File: config.mk
export PLATFORM = sky130hd
export DESIGN_NAME = reduction_result_packer
export DESIGN_NICKNAME = d
export VERILOG_FILES = /design/src/rtl/reduction_result_packer.sv
export SDC_FILE = /design/constraint.sdc
export NUM_CORES = 1
export LEC_CHECK = 0
export CORE_AREA = 2 2 86 88
export DETAILED_ROUTE_END_ITERATION = 16
export DIE_AREA = 0 0 88 90
export PLACE_DENSITY = 0.74
export SETUP_SLACK_MARGIN = 0.05
export SLEW_MARGIN = 10
export SYNTH_ARGS = -nofsm -noshare
export SYNTH_HDL_FRONTEND = slang
export SYNTH_SLANG_ARGS = --single-unit
File: constraint.sdc
create_clock -name clk -period 11.5 [get_ports clk]
set_clock_uncertainty 0.2 [all_clocks]
set_input_delay 2.3 -clock clk [delete_from_list [all_inputs] [get_ports clk]]
set_output_delay 2.3 -clock clk [all_outputs]
set_load 0.02 [all_outputs]
File: src/rtl/reduction_result_packer.sv
// Packs 1-bit OR-tree results LSB-first into OUT_WIDTH-bit words, buffers
// them in a small FIFO and hands them to the NoC side with valid/ready.
// Ports:
//   clk, rst                      clock, synchronous active-high reset
//   i_en, i_valid, i_data_bus     qualified reduced-result input
//   i_flush                       emit the current partial word
//   o_in_ready                    input can be accepted this cycle
//   o_overflow                    registered pulse for each dropped result
//   o_valid, i_ready              output handshake
//   o_data_bus, o_count           packed word and its number of valid bits
module reduction_result_packer #(
    parameter int OUT_WIDTH  = 16,
    parameter int FIFO_DEPTH = 2
) (
    input  logic                           clk,
    input  logic                           rst,
    input  logic                           i_en,
    input  logic                           i_valid,
    input  logic                           i_data_bus,
    input  logic                           i_flush,
    output logic                           o_in_ready,
    output logic                           o_overflow,
    output logic                           o_valid,
    input  logic                           i_ready,
    output logic [OUT_WIDTH-1:0]           o_data_bus,
    output logic [$clog2(OUT_WIDTH+1)-1:0] o_count
);
    localparam int CW = $clog2(OUT_WIDTH + 1);
    localparam int PW = (FIFO_DEPTH > 1) ? $clog2(FIFO_DEPTH) : 1;
    localparam int OW = $clog2(FIFO_DEPTH + 1);

    logic [CW-1:0]        cnt_q, cnt_d, eff_cnt;
    logic [OUT_WIDTH-1:0] acc_q, acc_d, word;
    logic                 flush_pend_q, flush_pend_d;
    logic                 ovf_q;
    logic [PW-1:0]        wr_ptr_q, rd_ptr_q;
    logic [OW-1:0]        occ_q;
    logic [OUT_WIDTH-1:0] mem_data [FIFO_DEPTH];
    logic [CW-1:0]        mem_cnt  [FIFO_DEPTH];
    logic                 full, empty;
    logic                 accept, drop, flush_req;
    logic                 push, pop;

    function automatic logic [PW-1:0] ptr_inc(input logic [PW-1:0] p);
        return (p == PW'(FIFO_DEPTH - 1)) ? '0 : p + 1'b1;
    endfunction

    assign full       = (occ_q == OW'(FIFO_DEPTH));
    assign empty      = (occ_q == '0);
    assign o_in_ready = !rst && !full;

    assign accept    = i_en && i_valid && o_in_ready;
    assign drop      = i_en && i_valid && !o_in_ready;
    assign flush_req = flush_pend_q || (i_en && i_flush);

    // Bits above cnt_q are always zero, so OR-ing in the new bit is enough.
    assign eff_cnt = cnt_q + CW'(accept);
    assign word    = acc_q | (OUT_WIDTH'(accept & i_data_bus) << cnt_q);

    assign pop = !empty && i_ready;

    always_comb begin
        push         = 1'b0;
        cnt_d        = cnt_q;
        acc_d        = acc_q;
        flush_pend_d = flush_req && full;
        if (accept) begin
            cnt_d = eff_cnt;
            acc_d = word;
        end
        // A completing word absorbs a coincident flush: no empty word follows.
        if (eff_cnt == CW'(OUT_WIDTH)) begin
            push = 1'b1;
        end else if (flush_req && !full && eff_cnt != '0) begin
            push = 1'b1;
        end
        if (push) begin
            cnt_d = '0;
            acc_d = '0;
        end
    end

    always_ff @(posedge clk) begin
        if (rst) begin
            cnt_q        <= '0;
            acc_q        <= '0;
            flush_pend_q <= 1'b0;
            ovf_q        <= 1'b0;
            wr_ptr_q     <= '0;
            rd_ptr_q     <= '0;
            occ_q        <= '0;
        end else begin
            cnt_q        <= cnt_d;
            acc_q        <= acc_d;
            flush_pend_q <= flush_pend_d;
            ovf_q        <= drop;
            if (push) begin
                wr_ptr_q <= ptr_inc(wr_ptr_q);
            end
            if (pop) begin
                rd_ptr_q <= ptr_inc(rd_ptr_q);
            end
            if (push && !pop) begin
                occ_q <= occ_q + 1'b1;
            end else if (pop && !push) begin
                occ_q <= occ_q - 1'b1;
            end
        end
    end

    always_ff @(posedge clk) begin
        if (push) begin
            mem_data[wr_ptr_q] <= word;
            mem_cnt[wr_ptr_q]  <= eff_cnt;
        end
    end

    assign o_valid    = !empty && !rst;
    assign o_data_bus = o_valid ? mem_data[rd_ptr_q] : '0;
    assign o_count    = o_valid ? mem_cnt[rd_ptr_q] : '0;
    assign o_overflow = ovf_q && !rst;

endmodule
==> results of run 1 <==
## state kept, by name (all words and copies together) (netlist names), named ones only
signal,count
rd_ptr_q,1
occ_q,2
ovf_q,1
flush_pend_q,1
cnt_q,5
mem_cnt,10
acc_q,16
wr_ptr_q,1
mem_data,32
## routing by layer
layer / global-route usage / vias to the layer above
met2: 0.225 / 33
met1: 0.185 / 905
li1: - / 923
met3: 0.0376 / 12
met5: 0 / -
met4: 0.0821 / 0
## cells by family (layout without fill, tap and decap cells)
kind of cell,count (synthesis),after routing,share of synthesized area
flip-flops,70,70,0.606
AND/OR/NAND/NOR,59,59,0.102
AO/OA/AOI/OAI,50,50,0.140
multiplexers,23,23,0.0766
buffers and inverters,21,57,0.0362
XOR/XNOR,9,9,0.0262
adder cells (fa/ha/maj),3,3,0.0125
## path summary, 6_finish.rpt
kind,from,endpoint,slack (ns)
worst max-delay path,rst,o_data_bus[8],4.76
worst min-delay path,acc_q[6],acc_q[6],0.29
worst max register to register,occ_q[0],occ_q[1],7.80
worst min register to register,acc_q[6],acc_q[6],0.29
## power groups by stage
stage	clock network (mW)	registers, mW	logic [mW]
finish	0.175	0.280	0.166
global route	0.189	0.281	0.182
CTS	0.180	0.280	0.169
detailed placement	0	0.285	0.168
global placement	0	0.285	0.166
floorplan	0	0.284	0.111
## worst reg2reg max path, stage by stage, from the launching register on
cell and delay (ns):
dfxtp_1 0.44, nor2b_1 0.11, nor3_1 0.52, ha_1 0.31, ha_1 0.24, xor2_1 0.15, or3_4 0.39, o211ai_1 0.35
nand2_1 0.11, ha_1 0.33, or3_1 0.35, a21oi_1 0.14
## stage by stage
stage	std cells	worst slack, ns
after detailed placement	354	4.76
after floorplan	235	5.56
after global routing	370	4.66
after CTS	370	4.74
after global placement	354	4.82
final	370	4.76
## cell type report
type	instances	area [sq um]
fillers	622	3450
clock buffers	12	155
inverters	6	22.5
well taps	99	124
clock inverters	4	22.5
flip-flops and latches	70	1820
repair buffers	35	338
multi-input cells	144	1080
## cells in the final DEF, fill, tap and decap left out, types with 3 or more instances in the layout
master	netlist	final
xor2_1	7	7
a31o_2	11	11
a31oi_1	4	4
nor2b_1	5	5
nand3_1	3	3
clkbuf_8	0	11
clkdlybuf4s50_1	0	30
edfxtp_1	42	42
a21boi_2	11	12
inv_1	5	5
mux2i_1	23	23
clkinv_2	0	3
nand2_1	3	3
dfxtp_1	28	28
nor3_1	3	3
nor2_1	28	28
a21oi_2	9	10
and2_1	3	3
buf_4	0	5
a21oi_1	4	3
ha_1	3	3
==> run_results.csv, run 1 <==
group,metric,value,unit
synthesis,synth_enable_flop_cells,42,
placement,portBuffers,30,
routing,drt_iter0_drc,118,
synthesis,synth_area_leaders,"edfxtp_1, dfxtp_1, mux2i_1, a21boi_2, nor2_1",
timing,tns,0,ns
timing,rsz0062_at_grt,"false",
cts,postCtsResizedCells,0,
routing,drt_pass1_iterations,4,
floorplan,rows,31,
worst_setup_path,path_delay_family,"buffers and inverters",
timing,period_needed,6.74,ns
timing,fmax,0.148,GHz
routing,wl_met2,2550,microns
synthesis,synth.most_common_cell,"edfxtp_1",
worst_setup_path,worst_path_most_repeated_cell,"clkdlybuf4s50_1",
routing,drc,0,
cts,clock_sinks,70,
global_routing,grt_pass1_vias,1836,
routing,routed.top_layer,"met4",
placement,hpwlAfterDp,3470,microns
cells_and_area,finalNetCount,276,
cts,insertion_delay,0.34,ns
worst_setup_path,crit_buf_inv,3,
power_and_ir_drop,power.share.combinational,0.267,
synthesis,yosysTopAreaCell,"edfxtp_1",
worst_setup_path,cp_max_fo,22,
cts,cts_htree_levels,3,
power_and_ir_drop,p_total,0.621,mW
synthesis,yosys_warnings,0,
timing,hold_ws,0.293,ns
floorplan,io_pins,31,
worst_setup_path,cp_slowest_stage_delay,0.65,ns
worst_setup_path,cp_slowest_cell,"clkdlybuf4s50_1",
worst_setup_path,crit_path_end_kind,"output pin",
synthesis,ys_types,44,
synthesis,synth_top_area_share,0.420,
global_routing,overflow,0,
power_and_ir_drop,power_frac_seq,0.450,
cells_and_area,final_cell_area,3570,sq um
worst_setup_path,crit_required,9.00,ns
power_and_ir_drop,p_switching,0.185,mW
routing,ant_nets,0,
power_and_ir_drop,clkPwrFrac,0.282,
worst_setup_path,criticalPathCategory,"in -> out",
floorplan,fp.dieW,88,microns
synthesis,synth-seq-cells,70,
routing,wirelength_met1,2340,microns
placement,place_congestion,0.777,
floorplan,die_h,90,microns
worst_setup_path,cp.depth,5,
synthesis,syn_nets,245,
floorplan,core_area,7020,sq um
cells_and_area,drive_gt1_frac,0.214,
placement,place_area,3390,sq um
worst_setup_path,ff2ff_path_depth,11,
cts,cts_setup_buffers,0,
timing,finalHoldViolations,0,
run,cap_violations,0,
timing,slew_headroom,0.592,
routing,detailroute.via_count,1873,
cells_and_area,final_util,0.508,
worst_setup_path,crit_arrival,4.24,ns
power_and_ir_drop,vdd_ir_drop_max,0.0512,mV
synthesis,netlist_instances,235,
cts,cts_made_buffers,9,
global_routing,grt_pass1_wl,8810,microns
power_and_ir_drop,swShare,0.298,
cts,path_clk_slew,0.07,ns
global_routing,grt_usage,0.146,
global_routing,antenna_found_initial,0,
power_and_ir_drop,internal_power,0.436,mW
timing,slew_viol_final,0,
timing,finalCritPeriodShare,0.586,
routing,wl_met3,149,microns
cts,hold_buffers,0,
status,status,"finished clean",
synthesis,syn_area,3000,sq um
synthesis,ys.flop_type,"edfxtp_1",
cts,cts_tree,"built",
worst_setup_path,start_kind,"input pin",
synthesis,ys_seq_area_frac,0.606,
timing,tightestPinTransition,0.608,ns
power_and_ir_drop,powerDensity,174,nW/um^2
min_path,hold_path_class,"reg -> reg",
cells_and_area,area_delta_synth_final,18.8,%
floorplan,die_area,7920,sq um
worst_setup_path,crit_path_cell_trace,"clkdlybuf4s50_1 -> o21bai_1 -> buf_4 -> nor2_1 -> clkdlybuf4s50_1",
synthesis,avgSynthCellArea,12.8,sq um
floorplan,initial_utilization,0.428,
power_and_ir_drop,p_leak,1.26,nW
routing,avgRoutedWirePerCell,14.0,microns
cts,clockBufferDepth,2,
min_path,hold_depth,2,
cells_and_area,antenna_cells,0,
routing,postRouteWirelength,5200,microns
synthesis,synthTopCellsByCount,"edfxtp_1, dfxtp_1, nor2_1, mux2i_1",
routing,vias_per_cell,5.06,
cts,cts-root-buf,"clkbuf_8",
global_routing,grt_max_degree,23,
synthesis,synthArstFlopShare,0,
timing,timing.final.setup_violations,0,
No activity file was read; power rests on OpenSTA's default activity.
==> inputs of run 2 (changes only) <==
--- a/config.mk
+++ b/config.mk
@@ -8,7 +8,7 @@
 export CORE_AREA = 2 2 86 88
 export DETAILED_ROUTE_END_ITERATION = 16
 export DIE_AREA = 0 0 88 90
-export PLACE_DENSITY = 0.74
+export PLACE_DENSITY = 0.77
 export SETUP_SLACK_MARGIN = 0.05
 export SLEW_MARGIN = 10
 export SYNTH_ARGS = -nofsm -noshare
==> constraint.sdc (replaced) <==
create_clock -name clk -period 5.6 [get_ports clk]
set_clock_uncertainty 0.2 [all_clocks]
set_input_delay 1.12 -clock clk [delete_from_list [all_inputs] [get_ports clk]]
set_output_delay 1.12 -clock clk [all_outputs]
set_load 0.02 [all_outputs]
==> run_results.csv, run 2 (synthesis gave the netlist of run 1 again) <==
group,metric,value,unit
status,status,"finished clean",
min_path,hold_depth,2,
worst_setup_path,worst_path_most_repeated_cell,"ha_1",
worst_setup_path,crit_buf_inv,2,
placement,portBuffers,30,
power_and_ir_drop,clkPwrFrac,0.296,
cells_and_area,largest_reg_flops,32,
global_routing,grt_pass1_vias,1785,
timing,finalHoldViolations,0,
worst_setup_path,reg2reg_from,"occ_q[0]",
timing,period_needed,4.37,ns
worst_setup_path,crit_path_end_kind,"register",
cells_and_area,final_cell_area,3590,sq um
cells_and_area,final_cell_mix,"edfxtp_1, clkdlybuf4s50_1, nor2_1, dfxtp_1, mux2i_1",
cells_and_area,final_util,0.511,
power_and_ir_drop,p_leak,1.27,nW
cts,clockBufferDepth,2,
floorplan,rows,31,
floorplan,fp.dieW,88,microns
cells_and_area,regMostFlops,"mem_data",
cts,insertion_delay,0.34,ns
global_routing,grt_pass1_wl,8690,microns
global_routing,grt_max_degree,23,
cells_and_area,drive_gt1_frac,0.217,
cts,cts_htree_levels,3,
routing,postRouteWirelength,5240,microns
cells_and_area,area_delta_synth_final,19.4,%
min_path,hold_path_class,"reg -> reg",
floorplan,io_pins,31,
worst_setup_path,path_delay_family,"simple AND/OR/NAND/NOR gates",
power_and_ir_drop,p_total,1.30,mW
placement,place_area,3400,sq um
timing,rsz0062_at_grt,"false",
worst_setup_path,cp_max_fo,16,
cts,cts-root-buf,"clkbuf_8",
floorplan,die_area,7920,sq um
worst_setup_path,crit_arrival,4.44,ns
timing,tightestPinTransition,0.616,ns
power_and_ir_drop,p_switching,0.386,mW
run,cap_violations,0,
worst_setup_path,rr_endpoint,"occ_q[1]",
power_and_ir_drop,vdd_ir_drop_max,0.145,mV
power_and_ir_drop,powerDensity,363,nW/um^2
power_and_ir_drop,power_frac_seq,0.450,
floorplan,initial_utilization,0.428,
cts,postCtsResizedCells,0,
cts,hold_buffers,0,
routing,vias_per_cell,4.94,
power_and_ir_drop,power.share.combinational,0.255,
worst_setup_path,criticalPathCategory,"in -> reg",
timing,hold_ws,0.282,ns
timing,slew_viol_final,0,
cells_and_area,finalNetCount,277,
timing,fmax,0.229,GHz
placement,hpwlAfterDp,3490,microns
cells_and_area,final_common_cell,"edfxtp_1",
global_routing,antenna_found_initial,0,
cts,cts_made_buffers,9,
min_path,hold_start,"acc_q[6]",
routing,avgRoutedWirePerCell,14.1,microns
timing,setup_ws,1.23,ns
floorplan,core_area,7020,sq um
routing,drt_iter0_drc,92,
timing,timing.final.setup_violations,0,
worst_setup_path,cp_slowest_cell,"nor3_1",
placement,place_congestion,0.818,
worst_setup_path,start_kind,"input pin",
routing,ant_nets,0,
worst_setup_path,cp_slowest_stage_delay,0.45,ns
cells_and_area,antenna_cells,0,
worst_setup_path,r2r_setup_slack,2.04,ns
cts,cts_setup_buffers,0,
global_routing,grt_usage,0.143,
cells_and_area,final_cells,371,
worst_setup_path,crit_path_cell_trace,"clkdlybuf4s50_1 -> buf_4 -> nor3_1 -> ha_1 -> ha_1 -> xor2_1 -> or3_4 -> o211ai_1 -> nand2_1 -> ha_1 -> or3_1 -> a21oi_1",
power_and_ir_drop,internal_power,0.915,mW
floorplan,die_h,90,microns
power_and_ir_drop,swShare,0.297,
cts,clock_sinks,70,
timing,tns,0,ns
placement,dp_slack,0.888,ns
cts,path_clk_slew,0.07,ns
routing,detailroute.via_count,1831,
timing,finalCritPeriodShare,0.780,
cts,cts_tree,"built",
worst_setup_path,ff2ff_path_depth,11,
routing,drc,0,
routing,drt_pass1_iterations,4,
worst_setup_path,crit_required,5.67,ns
timing,slew_headroom,0.589,
placement,dp_cells,355,
cells_and_area,top_regs,"mem_data: 32 flops, acc_q: 16 flops, mem_cnt: 10 flops",
global_routing,overflow,0,
min_path,min_to,"acc_q[6]",
-- run 2: changes by cell type in the layout (fill, tap and decap cells not counted) --
cell	delta
clkbuf_8	-2
clkinv_1	+1
bufinv_16	+1
clkbuf_1	-1
buf_4	+1
clkinv_4	+1
-- run 2: power by group through the flow --
stage	Combinational (mW)	Sequential, mW	Clock, mW
final	0.331	0.585	0.385
after global routing	0.359	0.587	0.415
after CTS	0.337	0.585	0.391
after detailed placement	0.335	0.596	0
after global placement	0.331	0.595	0
after floorplan	0.228	0.582	0
-- run 2: layout make-up --
type | count | area (sq um)
inverters | 6 | 22.5
repair buffers | 36 | 345
multi-input cells | 144 | 1080
flip-flops and latches | 70 | 1820
clock inverters | 7 | 65.1
clock buffers | 9 | 124
well taps | 99 | 124
fillers | 615 | 3430
-- run 2: worst max path at each step --
| stage | from | endpoint | slack [ns] | cells after the start |
|---|---|---|---|---|
| floorplan | i_en | mem_cnt[1][0] | 0.84 | 8 |
| global placement | rst | occ_q[1] | 1.03 | 12 |
| detailed placement | rst | occ_q[1] | 0.89 | 12 |
| CTS | rst | occ_q[1] | 1.24 | 12 |
| global route | rst | occ_q[1] | 0.95 | 12 |
| finish | rst | occ_q[1] | 1.23 | 12 |
-- run 2: routing by layer --
metal | routed length [microns] | global-route usage | vias up
met5 | 0 | 0 | -
met4 | 77 | 0.0538 | 0
met3 | 186 | 0.0450 | 7
met2 | 2590 | 0.231 | 25
met1 | 2380 | 0.177 | 879
li1 | - | - | 920
-- run 2: worst reg2reg max path: stages, from the launching register on --
cell and delay [ns]:
dfxtp_1 0.44, nor2b_1 0.12, nor3_1 0.44, ha_1 0.28
ha_1 0.23, xor2_1 0.13, or3_4 0.38, o211ai_1 0.34
nand2_1 0.11, ha_1 0.33, or3_1 0.36, a21oi_1 0.15
